File: config.mk
export PLATFORM = sky130hd
export DESIGN_NAME = pipeline_stall_controller
export DESIGN_NICKNAME = d
export VERILOG_FILES = /design/src/rtl/pipeline_stall_controller.sv
export SDC_FILE = /design/constraint.sdc
export NUM_CORES = 1
export LEC_CHECK = 0
export CORE_MARGIN = 2
export CORE_UTILIZATION = 57
export CTS_BUF_LIST = sky130_fd_sc_hd__clkbuf_16
export CTS_CLUSTER_SIZE = 8
export DETAILED_ROUTE_END_ITERATION = 10
export GPL_ROUTABILITY_DRIVEN = 1
export HOLD_SLACK_MARGIN = 0.1
export PLACE_DENSITY = 0.89
export SYNTH_ARGS = -nofsm -noshare
export SYNTH_HDL_FRONTEND = slang
export SYNTH_SLANG_ARGS = --single-unit
File: constraint.sdc
create_clock -name clk -period 4.2 [get_ports clk]
set_input_delay 0.63 -clock clk [delete_from_list [all_inputs] [get_ports clk]]
set_output_delay 0.63 -clock clk [all_outputs]
set_load 0.1 [all_outputs]
File: src/rtl/pipeline_stall_controller.sv
// Pipeline stall/flush controller: arbitrates memory-wait, branch-redirect and
// load-use requests into PC / IF/ID / ID/EX / back-end register controls, and
// keeps saturating performance counters.
module pipeline_stall_controller #(
  parameter int CNT_W       = 16,
  parameter int MEM_TIMEOUT = 64
) (
  input  logic             clk,
  input  logic             reset,
  input  logic             hazard_stall,
  input  logic             branch_taken,
  input  logic             dmem_req,
  input  logic             dmem_ready,
  input  logic             clear_counters,
  output logic             pc_write,
  output logic             if_id_write,
  output logic             if_id_flush,
  output logic             id_ex_bubble,
  output logic             pipe_hold,
  output logic             mem_timeout,
  output logic [CNT_W-1:0] stall_cnt,
  output logic [CNT_W-1:0] flush_cnt,
  output logic [CNT_W-1:0] memwait_cnt
);

  localparam int WAIT_W = $clog2(MEM_TIMEOUT + 1);
  localparam logic [WAIT_W-1:0] WAIT_MAX = WAIT_W'(MEM_TIMEOUT);
  localparam logic [CNT_W-1:0]  CNT_MAX  = '1;

  typedef enum logic {RUN, MEM_WAIT} state_t;
  typedef enum logic [1:0] {NORMAL, REDIRECT, BUBBLE, FREEZE} action_t;

  state_t            state, stateNext;
  action_t           act;
  logic [WAIT_W-1:0] waitCnt, waitNext;

  // Arbitration: an unfinished memory access freezes everything; otherwise
  // redirect beats bubble because the stalled instruction is flushed anyway.
  always_comb begin
    act       = NORMAL;
    stateNext = RUN;
    if ((state == RUN && dmem_req && !dmem_ready) || (state == MEM_WAIT && !dmem_ready)) begin
      act       = FREEZE;
      stateNext = MEM_WAIT;
    end else if (branch_taken) begin
      act = REDIRECT;
    end else if (hazard_stall) begin
      act = BUBBLE;
    end
  end

  // Decode the chosen action into register controls; reset forces a safe NOP fill.
  always_comb begin
    pc_write     = 1'b0;
    if_id_write  = 1'b0;
    if_id_flush  = 1'b0;
    id_ex_bubble = 1'b0;
    pipe_hold    = 1'b0;
    if (reset) begin
      if_id_flush  = 1'b1;
      id_ex_bubble = 1'b1;
    end else begin
      unique case (act)
        NORMAL:   begin pc_write = 1'b1; if_id_write = 1'b1; end
        REDIRECT: begin
          pc_write     = 1'b1;
          if_id_write  = 1'b1;
          if_id_flush  = 1'b1;
          id_ex_bubble = 1'b1;
        end
        BUBBLE:   id_ex_bubble = 1'b1;
        FREEZE:   pipe_hold    = 1'b1;
        default:  ;
      endcase
    end
  end

  // Wait length after this cycle: restarts at 1 on entry, saturates at the timeout.
  always_comb begin
    waitNext = waitCnt;
    if (act == FREEZE) begin
      if (state == RUN)           waitNext = WAIT_W'(1);
      else if (waitCnt != WAIT_MAX) waitNext = waitCnt + WAIT_W'(1);
    end
  end

  // State and wait-length registers; clear_counters leaves wait tracking alone.
  always_ff @(posedge clk or posedge reset) begin
    if (reset) begin
      state   <= RUN;
      waitCnt <= '0;
    end else begin
      state   <= stateNext;
      waitCnt <= waitNext;
    end
  end

  // Sticky timeout flag and saturating event counters; clear wins over any update.
  always_ff @(posedge clk or posedge reset) begin
    if (reset) begin
      mem_timeout <= 1'b0;
      stall_cnt   <= '0;
      flush_cnt   <= '0;
      memwait_cnt <= '0;
    end else if (clear_counters) begin
      mem_timeout <= 1'b0;
      stall_cnt   <= '0;
      flush_cnt   <= '0;
      memwait_cnt <= '0;
    end else begin
      if (act == FREEZE && waitNext == WAIT_MAX) mem_timeout <= 1'b1;
      if (act == BUBBLE   && stall_cnt   != CNT_MAX) stall_cnt   <= stall_cnt + 1'b1;
      if (act == REDIRECT && flush_cnt   != CNT_MAX) flush_cnt   <= flush_cnt + 1'b1;
      if (act == FREEZE   && memwait_cnt != CNT_MAX) memwait_cnt <= memwait_cnt + 1'b1;
    end
  end

endmodule

======== Yosys cells after proc, flatten, opt, wreduce, memory -nomap -nowiden ========
Index checks and enable logic that the tools add are counted.
cells by class
  reductions and logical operators ........ 16
  eq/ne operators ......................... 8
  bitwise logic cells ..................... 1
  add/sub/neg operators ................... 4
  muxes and demuxes ....................... 23
operator list
  operator                                       count
  two-way mux 16 bit                             6
  adder 16 x 1 -> 16 bit, second input constant  3
  inequality test 16 bit, second input constant  3
  two-way mux 7 bit                              3
  two-way mux 1 bit                              11
  nonzero test 2 bit                             4
  adder 7 x 1 -> 7 bit, second input constant    1
  == test 7 bit, second input constant           1
  logical AND 1 bit                              7
  inequality test 7 bit, second input constant   1
  two-way mux 2 bit                              3
  == test 2 bit, second input constant           2
  OR reduction 2 bit                             2
  == test 2 x 1 -> 1 bit, second input constant  1
  zero test 2 bit                                1
  zero test 1 bit                                1
  logical OR 1 bit                               1
  inverter 1 bit                                 1
word-level totals
  bits in registers ....................... 57
  input port bits ......................... 7
  output and inout port bits .............. 54

======== Logic depth before layout (Yosys ltp) ========
Gate-level depths: netlist of run 1.
  word-level depth ........................ 11
  gate-level depth with buffers ........... 11
  mapped depth without buffers ............ 9

======== Worst setup path before layout of run 1 ========
No wires, ideal clock.
  path type ............................... input port to output port
  from .................................... input port dmem_req
  to ...................................... output port pc_write
  stages .................................. 9
  required time ........................... 3,570 ps
  data arrival time ....................... 3,273 ps
  slack ................................... 297 ps
  path through ............................ nor2_1 > nor2_1 > a21o_1 > inv_1 > ha_1 > clkbuf_1 > nor2_1 > nor2_1 > buf_4
on the way
  longest elaborated chain between the ends .. 8
  elaborated cells on any way between the ends .. 9
  those cells by class .................... eq/ne (1); mux (3); reduce/logical (5)
RTL lines
  what                                                       RTL line  source
  start, declared                                            12        input logic dmem_req,
  logical AND 1 bit * (2 in series)                          42        if ((state == RUN && dmem_req && !dmem_ready) || (state == MEM_WAIT && !dmem_ready)) begin
  logical OR 1 bit *                                         42
  two-way mux 2 bit *                                        42
  == test 2 x 1 -> 1 bit or zero test 2 bit (tied branches)  n/a
  OR reduction 2 bit (no line) *                             n/a
  two-way mux 1 bit * (2 in series)                          n/a
  end, declared                                              15        output logic pc_write,
Every way passes the cells marked *; elsewhere a longest branch is shown, timed or not.

======== Final worst setup path of run 1 ========
  from .................................... input port dmem_req
  to ...................................... output port pc_write
on the way
  longest elaborated chain between the ends .. 8
  elaborated cells on any way between the ends .. 9
  those cells by class .................... eq/ne (1); mux (3); reduce/logical (5)
RTL lines
  what                                                       RTL line  source
  logical AND 1 bit * (2 in series)                          42
  logical OR 1 bit *                                         42
  two-way mux 2 bit *                                        42
  == test 2 x 1 -> 1 bit or zero test 2 bit (tied branches)  63        unique case (act)
  OR reduction 2 bit (no line) *                             n/a
  two-way mux 1 bit *                                        63
  two-way mux 1 bit *                                        59        if (reset) begin
Marks and branches as above.

==> out/metrics.csv, run 1 <==
stage,metric,value,unit
cells_and_area,antennaDiodeCount,0,
logic_synthesis,synth_seq_area_share,43.48,%
setup_path,crit_slowest_cell,ha_1,
drt,num_vias,2915,
setup_path,critical-path-top-delay-family,buffers and inverters,
clocking,cts_root_buf,clkbuf_16,
min_path,hold_path_startpoint,mem_timeout$_DFFE_PP0P_,
global_routing,grt_antenna_before_repair,0,
sta,min_period_over_period,72.80,%
place,place_inst,467,
clocking,clockBufferDepth,2,
clocking,clock-sinks,57,
sta,rsz0062_at_grt,false,
cells_and_area,fin_cells,483,
setup_path,crit_top_cell,nor2_1,
setup_path,cpPeakStageDelay,460,ps
drt,drtIter0Drc,196,
sta,fin_crit,3058,ps
drt,drcViolationCount,0,
cells_and_area,drive_gt1_share,6.813,%
logic_synthesis,netlist_top_cells_area,"dfrtp_1, xor2_1, nor2_1, xnor2_1, and3_1",
power_and_ir_drop,p_leak,0.001824,uW
outcome,status,"finished, final reports clean",
setup_path,path_cells,"clkdlybuf4s50_1, nor2_1, o21ai_0, ha_1, nor2_1, nor2_1, buf_4",
global_routing,grt_pass1_wl,12920,um
setup_path,cp-start-kind,primary input,
clocking,cts_buffers,9,
setup_path,r2r_start,state$_DFF_PP0_,
clocking,cts-htree-levels,3,
clocking,insertion_delay,320,ps
place,io_buffers,60,
cells_and_area,nNetsFinal,422,
power_and_ir_drop,ir_drop,0.0002692,V
place,dp_hpwl,5174,um
clocking,path_clk_slew,50,ps
setup_path,cp-startpoint,dmem_req,
logic_synthesis,synth_top_area_share,43.48,%
setup_path,crit_fanout,12,
global_routing,grt_max_degree,37,
min_path,min_delay_path_depth,1,
floorplanning,start_util,59.21,%
setup_path,cp-end-kind,output pin,
logic_synthesis,postSynthAreaPerCell,9.400,um^2
sta,max_freq,327.1,MHz
drt,viasPerCell,6.035,
setup_path,critical_path_class,primary input to output pin,
floorplanning,die_area,0.006378,mm^2
logic_synthesis,yosysUniqueCellTypes,49,
setup_path,path_depth,7,
floorplanning,rows,27,
setup_path,worstPathBufferInverterCount,2,
sta,maxSlewViolCount,0,
clocking,cts_resized,0,
global_routing,overflow,0,
global_routing,grt_pass1_vias,2840,
clocking,ctsHoldBuffers,0,
sta,fin_worst_skew,2.811,ps
logic_synthesis,synth_area_leader_cell,dfrtp_1,
setup_path,crit_required,3570,ps
setup_path,critPathArrivalTime,2430,ps
clocking,cts_tree,built,
flow_run,drv_cap,0,
setup_path,r2r_cells,8,
logic_synthesis,yosys_warnings,0,
drt,wire_per_inst,16.05,um
drt,wl,7751,um
clocking,post_cts.repair.setup_buffers,0,
drt,ant_nets,0,
sta,hold_violations,0,
power_and_ir_drop,power_density,338.4,mW/mm^2
logic_synthesis,synth-seq-cells,57,
floorplanning,io-pin-count,61,
floorplanning,die_h,79.87,um
logic_synthesis,syn_area,0.003281,mm^2
floorplanning,die_width,79.87,um
sta,setup-tns-final,0,ps
sta,relSlewSlack,31.83,%
global_routing,grt.total_usage,25.94,%
cells_and_area,syn_to_final_growth,27.15,%
sta,worst_pin_slew,1019,ps
sta,finalSetupViolCount,0,
min_path,worstHoldPathType,register to register,
drt,first_pass_iters,5,
logic_synthesis,syn_inst,349,
logic_synthesis,synth_nets,365,
place,gp_congestion,0.8806,
floorplanning,core_region_area,0.005540,mm^2
path summary, 6_finish.rpt:
kind	end	slack, ps
max	pc_write	1140
min in group asynchronous	flush_cnt[0]$_DFFE_PP0P_	840
min	mem_timeout$_DFFE_PP0P_	500
max in group asynchronous	stall_cnt[7]$_DFFE_PP0P_	2580
min reg2reg	mem_timeout$_DFFE_PP0P_	500
max reg2reg	memwait_cnt[15]$_DFFE_PP0P_	1570
through the flow:
step	instance area, um^2	utilization [%]	power (uW)	hold slack (ps)	setup WS (ps)
4_1_cts	4172	75.29	1421	502.7	1138
3_3_place_gp	3918	70.71	787.1	492.9	1191
3_5_place_dp	3918	70.71	794.8	492.0	1142
5_1_grt	4172	75.29	1470	529.2	928.1
6_report	4172	75.29	1412	505.0	1142
2_1_floorplan	3281	-	745.1	518.0	296.8
registers in the layout (all words and copies together) (netlist names):
register,flops
state,1
memwait_cnt,16
mem_timeout,1
stall_cnt,16
flush_cnt,16
waitCnt,7
power breakdown:
part / total, uW / internal [uW] / leakage [uW] / switching, uW
Clock: 626 / 385 / 0.000130 / 241
Combinational: 194 / 56.3 / 0.000906 / 138
Sequential: 591 / 564 / 0.000787 / 27.3
Total: 1410 / 1010 / 0.00182 / 406
synthesized netlist by cell type, drive strengths merged:
master and count:
o2111ai 7, and2 9, or2 3, buf 4, mux2i 6, nand3 11
nand4 7, a21oi 11, o2bb2ai 1, a32o 1, and4 9, clkbuf 13
o311ai 1, a41oi 1, nand4b 1, or3 1, a31oi 1, o41ai 2
nor4b 1, xor2 27, nand2 23, a221oi 1, o31ai 1, o211ai 7
nand3b 1, a211oi 4, nor4 4, o21ai 13, and3 20, xnor2 16
o21a 1, dfrtp 57, nor3 8, inv 9, nor2 52, o22ai 1
ha 9, a21o 2, a22o 2, a211o 1
layout by cell type, fill, tap and decap left out, types with 11 or more instances in the layout:
master and n:
a21oi_1 11, xnor2_1 16, o21ai_0 11, xor2_1 27, clkdlybuf4s50_1 55, nor2_1 52, nand3_1 11, nand2_1 23
and3_1 20, dfrtp_1 57
logic make-up after synthesis:
family                     Yosys count  synth area share (%)
and+or+nand+nor                    150                 24.14
AOI/OAI and AO/OA                   58                 12.28
DFF                                 57                 43.48
xor gates and xnor gates            43                 11.48
buffers and inverters               26                 3.356
adders and majority gates            9                 3.433
muxes                                6                 1.831
final cells by class:
type | count | area [um^2]
clock buffers | 9 | 225.2
fillers | 384 | 1369
well taps | 72 | 90.09
flip-flops and latches | 57 | 1426
inverters | 9 | 33.78
repair buffers | 63 | 623.1
multi-input cells | 266 | 1744
clock inverters | 7 | 28.78
per-layer routing:
layer	GRT usage, %	vias up	share of wire [%]
met3	5.882	11	5.5
met4	9.661	0	1.3
li1	-	1354	-
met1	32.84	1443	42
met5	0	-	0
met2	43.45	107	51
No activity file was read; power rests on OpenSTA's default activity.
==> run 2: changes to the inputs <==
Settings changed: CORE_UTILIZATION 57 to 47, PLACE_DENSITY 0.89 to 0.79.
Clock period 4.2 ns to 2.5 ns, I/O delays scaled along.
==> out/metrics.csv, run 2 (synthesis gave the netlist of run 1 again) <==
stage,metric,value,unit,change
outcome,status,"finished, final reports clean",,unchanged
place,gp_congestion,0.9171,,was 0.8806
min_path,hold_path_startpoint,mem_timeout$_DFFE_PP0P_,,unchanged
sta,worst_pin_slew,535.8,ps,was 1019 ps
global_routing,grt.total_usage,19.93,%,was 25.94%
power_and_ir_drop,p_leak,0.001993,uW,was 0.001824 uW
sta,fin_worst_skew,4.942,ps,was 2.811 ps
setup_path,critical-path-top-delay-family,buffers and inverters,,unchanged
setup_path,cp-start-kind,primary input,,unchanged
setup_path,path_cells,"clkdlybuf4s50_1, nor2_1, nor2_1, a21o_1, buf_4, inv_1, ha_4, or2_2, buf_12",,"was clkdlybuf4s50_1, nor2_1, o21ai_0, ha_1, nor2_1, nor2_1, buf_4"
min_path,holdPathEnd,mem_timeout$_DFFE_PP0P_,,unchanged
clocking,cts-htree-levels,3,,unchanged
clocking,clockBufferDepth,2,,unchanged
sta,max_freq,422.4,MHz,
drt,wire_per_inst,14.34,um,was 16.05 um
place,place_inst,485,,was 467
flow_run,drv_cap,0,,unchanged
power_and_ir_drop,seqPwrFrac,41.2,%,was 41.9%
drt,drcViolationCount,0,,unchanged
power_and_ir_drop,p_comb_share,15.1,%,was 13.7%
sta,relSlewSlack,63.89,%,was 31.83%
sta,fin_crit,2367,ps,
min_path,min_delay_path_depth,1,,unchanged
global_routing,grt_max_degree,28,,was 37
global_routing,overflow,0,,unchanged
cells_and_area,drive_gt1_share,21.90,%,was 6.813%
setup_path,crit_fanout,9,,was 12
cells_and_area,syn_to_final_growth,28.18,%,was 27.15%
global_routing,grt_pass1_vias,2686,,was 2840
floorplanning,die_width,87.55,um,was 79.87 um
power_and_ir_drop,power_density,571.8,mW/mm^2,was 338.4 mW/mm^2
setup_path,worst-r2r-setup-slack,440,ps,was 1570 ps
drt,ant_nets,0,,unchanged
floorplanning,rows,30,,was 27
setup_path,r2r_start,state$_DFF_PP0_,,unchanged
min_path,worstHoldPathType,register to register,,unchanged
cells_and_area,antennaDiodeCount,0,,unchanged
cells_and_area,final_cell_mix,"buf_4, dfrtp_1, nor2_1",,"was dfrtp_1, clkdlybuf4s50_1, nor2_1"
setup_path,crit_top_cell,nor2_1,,unchanged
cells_and_area,fin_util,62.24,%,was 75.29%
cells_and_area,fin_cells,500,,was 483
sta,finalSetupViolCount,0,,unchanged
floorplanning,io-pin-count,61,,unchanged
setup_path,cpPeakStageDelay,450,ps,was 460 ps
drt,drtIter0Drc,54,,was 196
clocking,ctsHoldBuffers,0,,unchanged
power_and_ir_drop,clkPwrFrac,43.7,%,was 44.4%
drt,wl,7168,um,was 7751 um
power_and_ir_drop,ir_drop,0.0004964,V,was 0.0002692 V
cells_and_area,nNetsFinal,432,,was 422
global_routing,grt_antenna_before_repair,0,,unchanged
setup_path,r2r_cells,9,,was 8
clocking,post_cts.repair.setup_buffers,0,,unchanged
sta,hold_violations,0,,unchanged
setup_path,crit_slowest_cell,clkdlybuf4s50_1,,was ha_1
cells_and_area,final_common_cell,buf_4,,was dfrtp_1
floorplanning,core_region_area,0.006756,mm^2,was 0.005540 mm^2
drt,viasPerCell,5.578,,was 6.035
power_and_ir_drop,intPower,1718,uW,was 1006 uW
sta,setup-tns-final,0,ps,unchanged
clocking,cts_tree,built,,unchanged
setup_path,worstPathBufferInverterCount,4,,was 2
sta,min_period_over_period,94.69,%,
clocking,clock-sinks,57,,unchanged
setup_path,timing.rr.end,mem_timeout$_DFFE_PP0P_,,was memwait_cnt[15]$_DFFE_PP0P_
clocking,cts_buffers,9,,unchanged
setup_path,critical_path_class,primary input to output pin,,unchanged
power_and_ir_drop,power,2404,uW,was 1412 uW
setup_path,cp-end-kind,output pin,,unchanged
power_and_ir_drop,switching_power,686.6,uW,was 406.0 uW
cells_and_area,largest_registers,"flush_cnt: 16 flops, memwait_cnt: 16 flops, stall_cnt: 16 flops",,unchanged
floorplanning,die_area,0.007664,mm^2,was 0.006378 mm^2
drt,first_pass_iters,4,,was 5
clocking,path_clk_slew,50,ps,about the same
drt,num_vias,2789,,was 2915
place,dp_hpwl,5226,um,was 5174 um
power_and_ir_drop,switching_share,28.55,%,was 28.76%
clocking,insertion_delay,320,ps,about the same
setup_path,critPathArrivalTime,1990,ps,was 2430 ps
floorplanning,die_h,87.55,um,was 79.87 um
setup_path,crit_required,2120,ps,was 3570 ps
clocking,cts_root_buf,clkbuf_16,,unchanged
cells_and_area,nFillCells,556,,was 384
floorplanning,start_util,48.56,%,was 59.21%
place,io_buffers,60,,unchanged
sta,maxSlewViolCount,0,,unchanged
global_routing,grt_pass1_wl,12240,um,was 12920 um
-- run 2: routing by layer --
layer  share of wire [%]  vias up  global-route usage, %  wire [um]
li1                    -     1384                      -          -
met1                  46     1327                  26.25       3294
met2                  48       60                  31.89       3457
met3                 3.3       18                  3.487        233
met4                 2.6        0                  9.650        183
met5                   0        -                      0          0
-- run 2: stage by stage --
stage	instance area [um^2]	hold slack (ps)	setup WS, ps
5_1_grt	4205	541.8	-14.56
2_1_floorplan	3291	453.0	-247.1
4_1_cts	4193	503.1	14.62
6_report	4205	501.4	132.7
3_5_place_dp	3940	492.7	-50.24
3_3_place_gp	3940	496.6	39.73
-- run 2: worst max path at each step --
stage                          startpoint                          end  slack (ps)  cells after the start
after floorplan           state$_DFF_PP0_                     pc_write        -250                      8
after global placement           dmem_req                     pc_write          40                     10
after detailed placement         dmem_req  memwait_cnt[11]$_DFFE_PP0P_         -50                      9
after CTS                        dmem_req                     pc_write          10                     10
after global routing             dmem_req                     pc_write         -10                     10
final                            dmem_req                  if_id_flush         130                      9
-- run 2: power groups by stage --
| stage | clock [uW] | combinational (uW) | sequential, uW |
|---|---|---|---|
| global placement | 0 | 355 | 1000 |
| floorplan | 0 | 205 | 1050 |
| detailed placement | 0 | 363 | 1000 |
| finish | 1050 | 364 | 991 |
| CTS | 1070 | 364 | 990 |
| global route | 1120 | 393 | 994 |
-- run 2: cell type report --
cell class / instances / area, um^2 / share of cell area [%]
clock buffers: 9 / 225.2 / 5.356
clock inverters: 6 / 27.53 / 0.6546
inverters: 9 / 33.78 / 0.8033
multi-input cells: 266 / 1767 / 42.01
flip-flops and latches: 57 / 1426 / 33.92
well taps: 80 / 100.1 / 2.380
repair buffers: 73 / 625.6 / 14.88
-- run 2: timing repair --
item / CTS / global route
resized for setup: 0 / 3
endpoints found under the hold margin: 0 / 0
setup endpoints to repair: 0 / 4
==> run 3: changes to the inputs <==
Settings changed: GPL_ROUTABILITY_DRIVEN 1 to unset.
==> results of run 3 <==
Same layout as run 2: the final DEF is identical, and so are final timing and power.
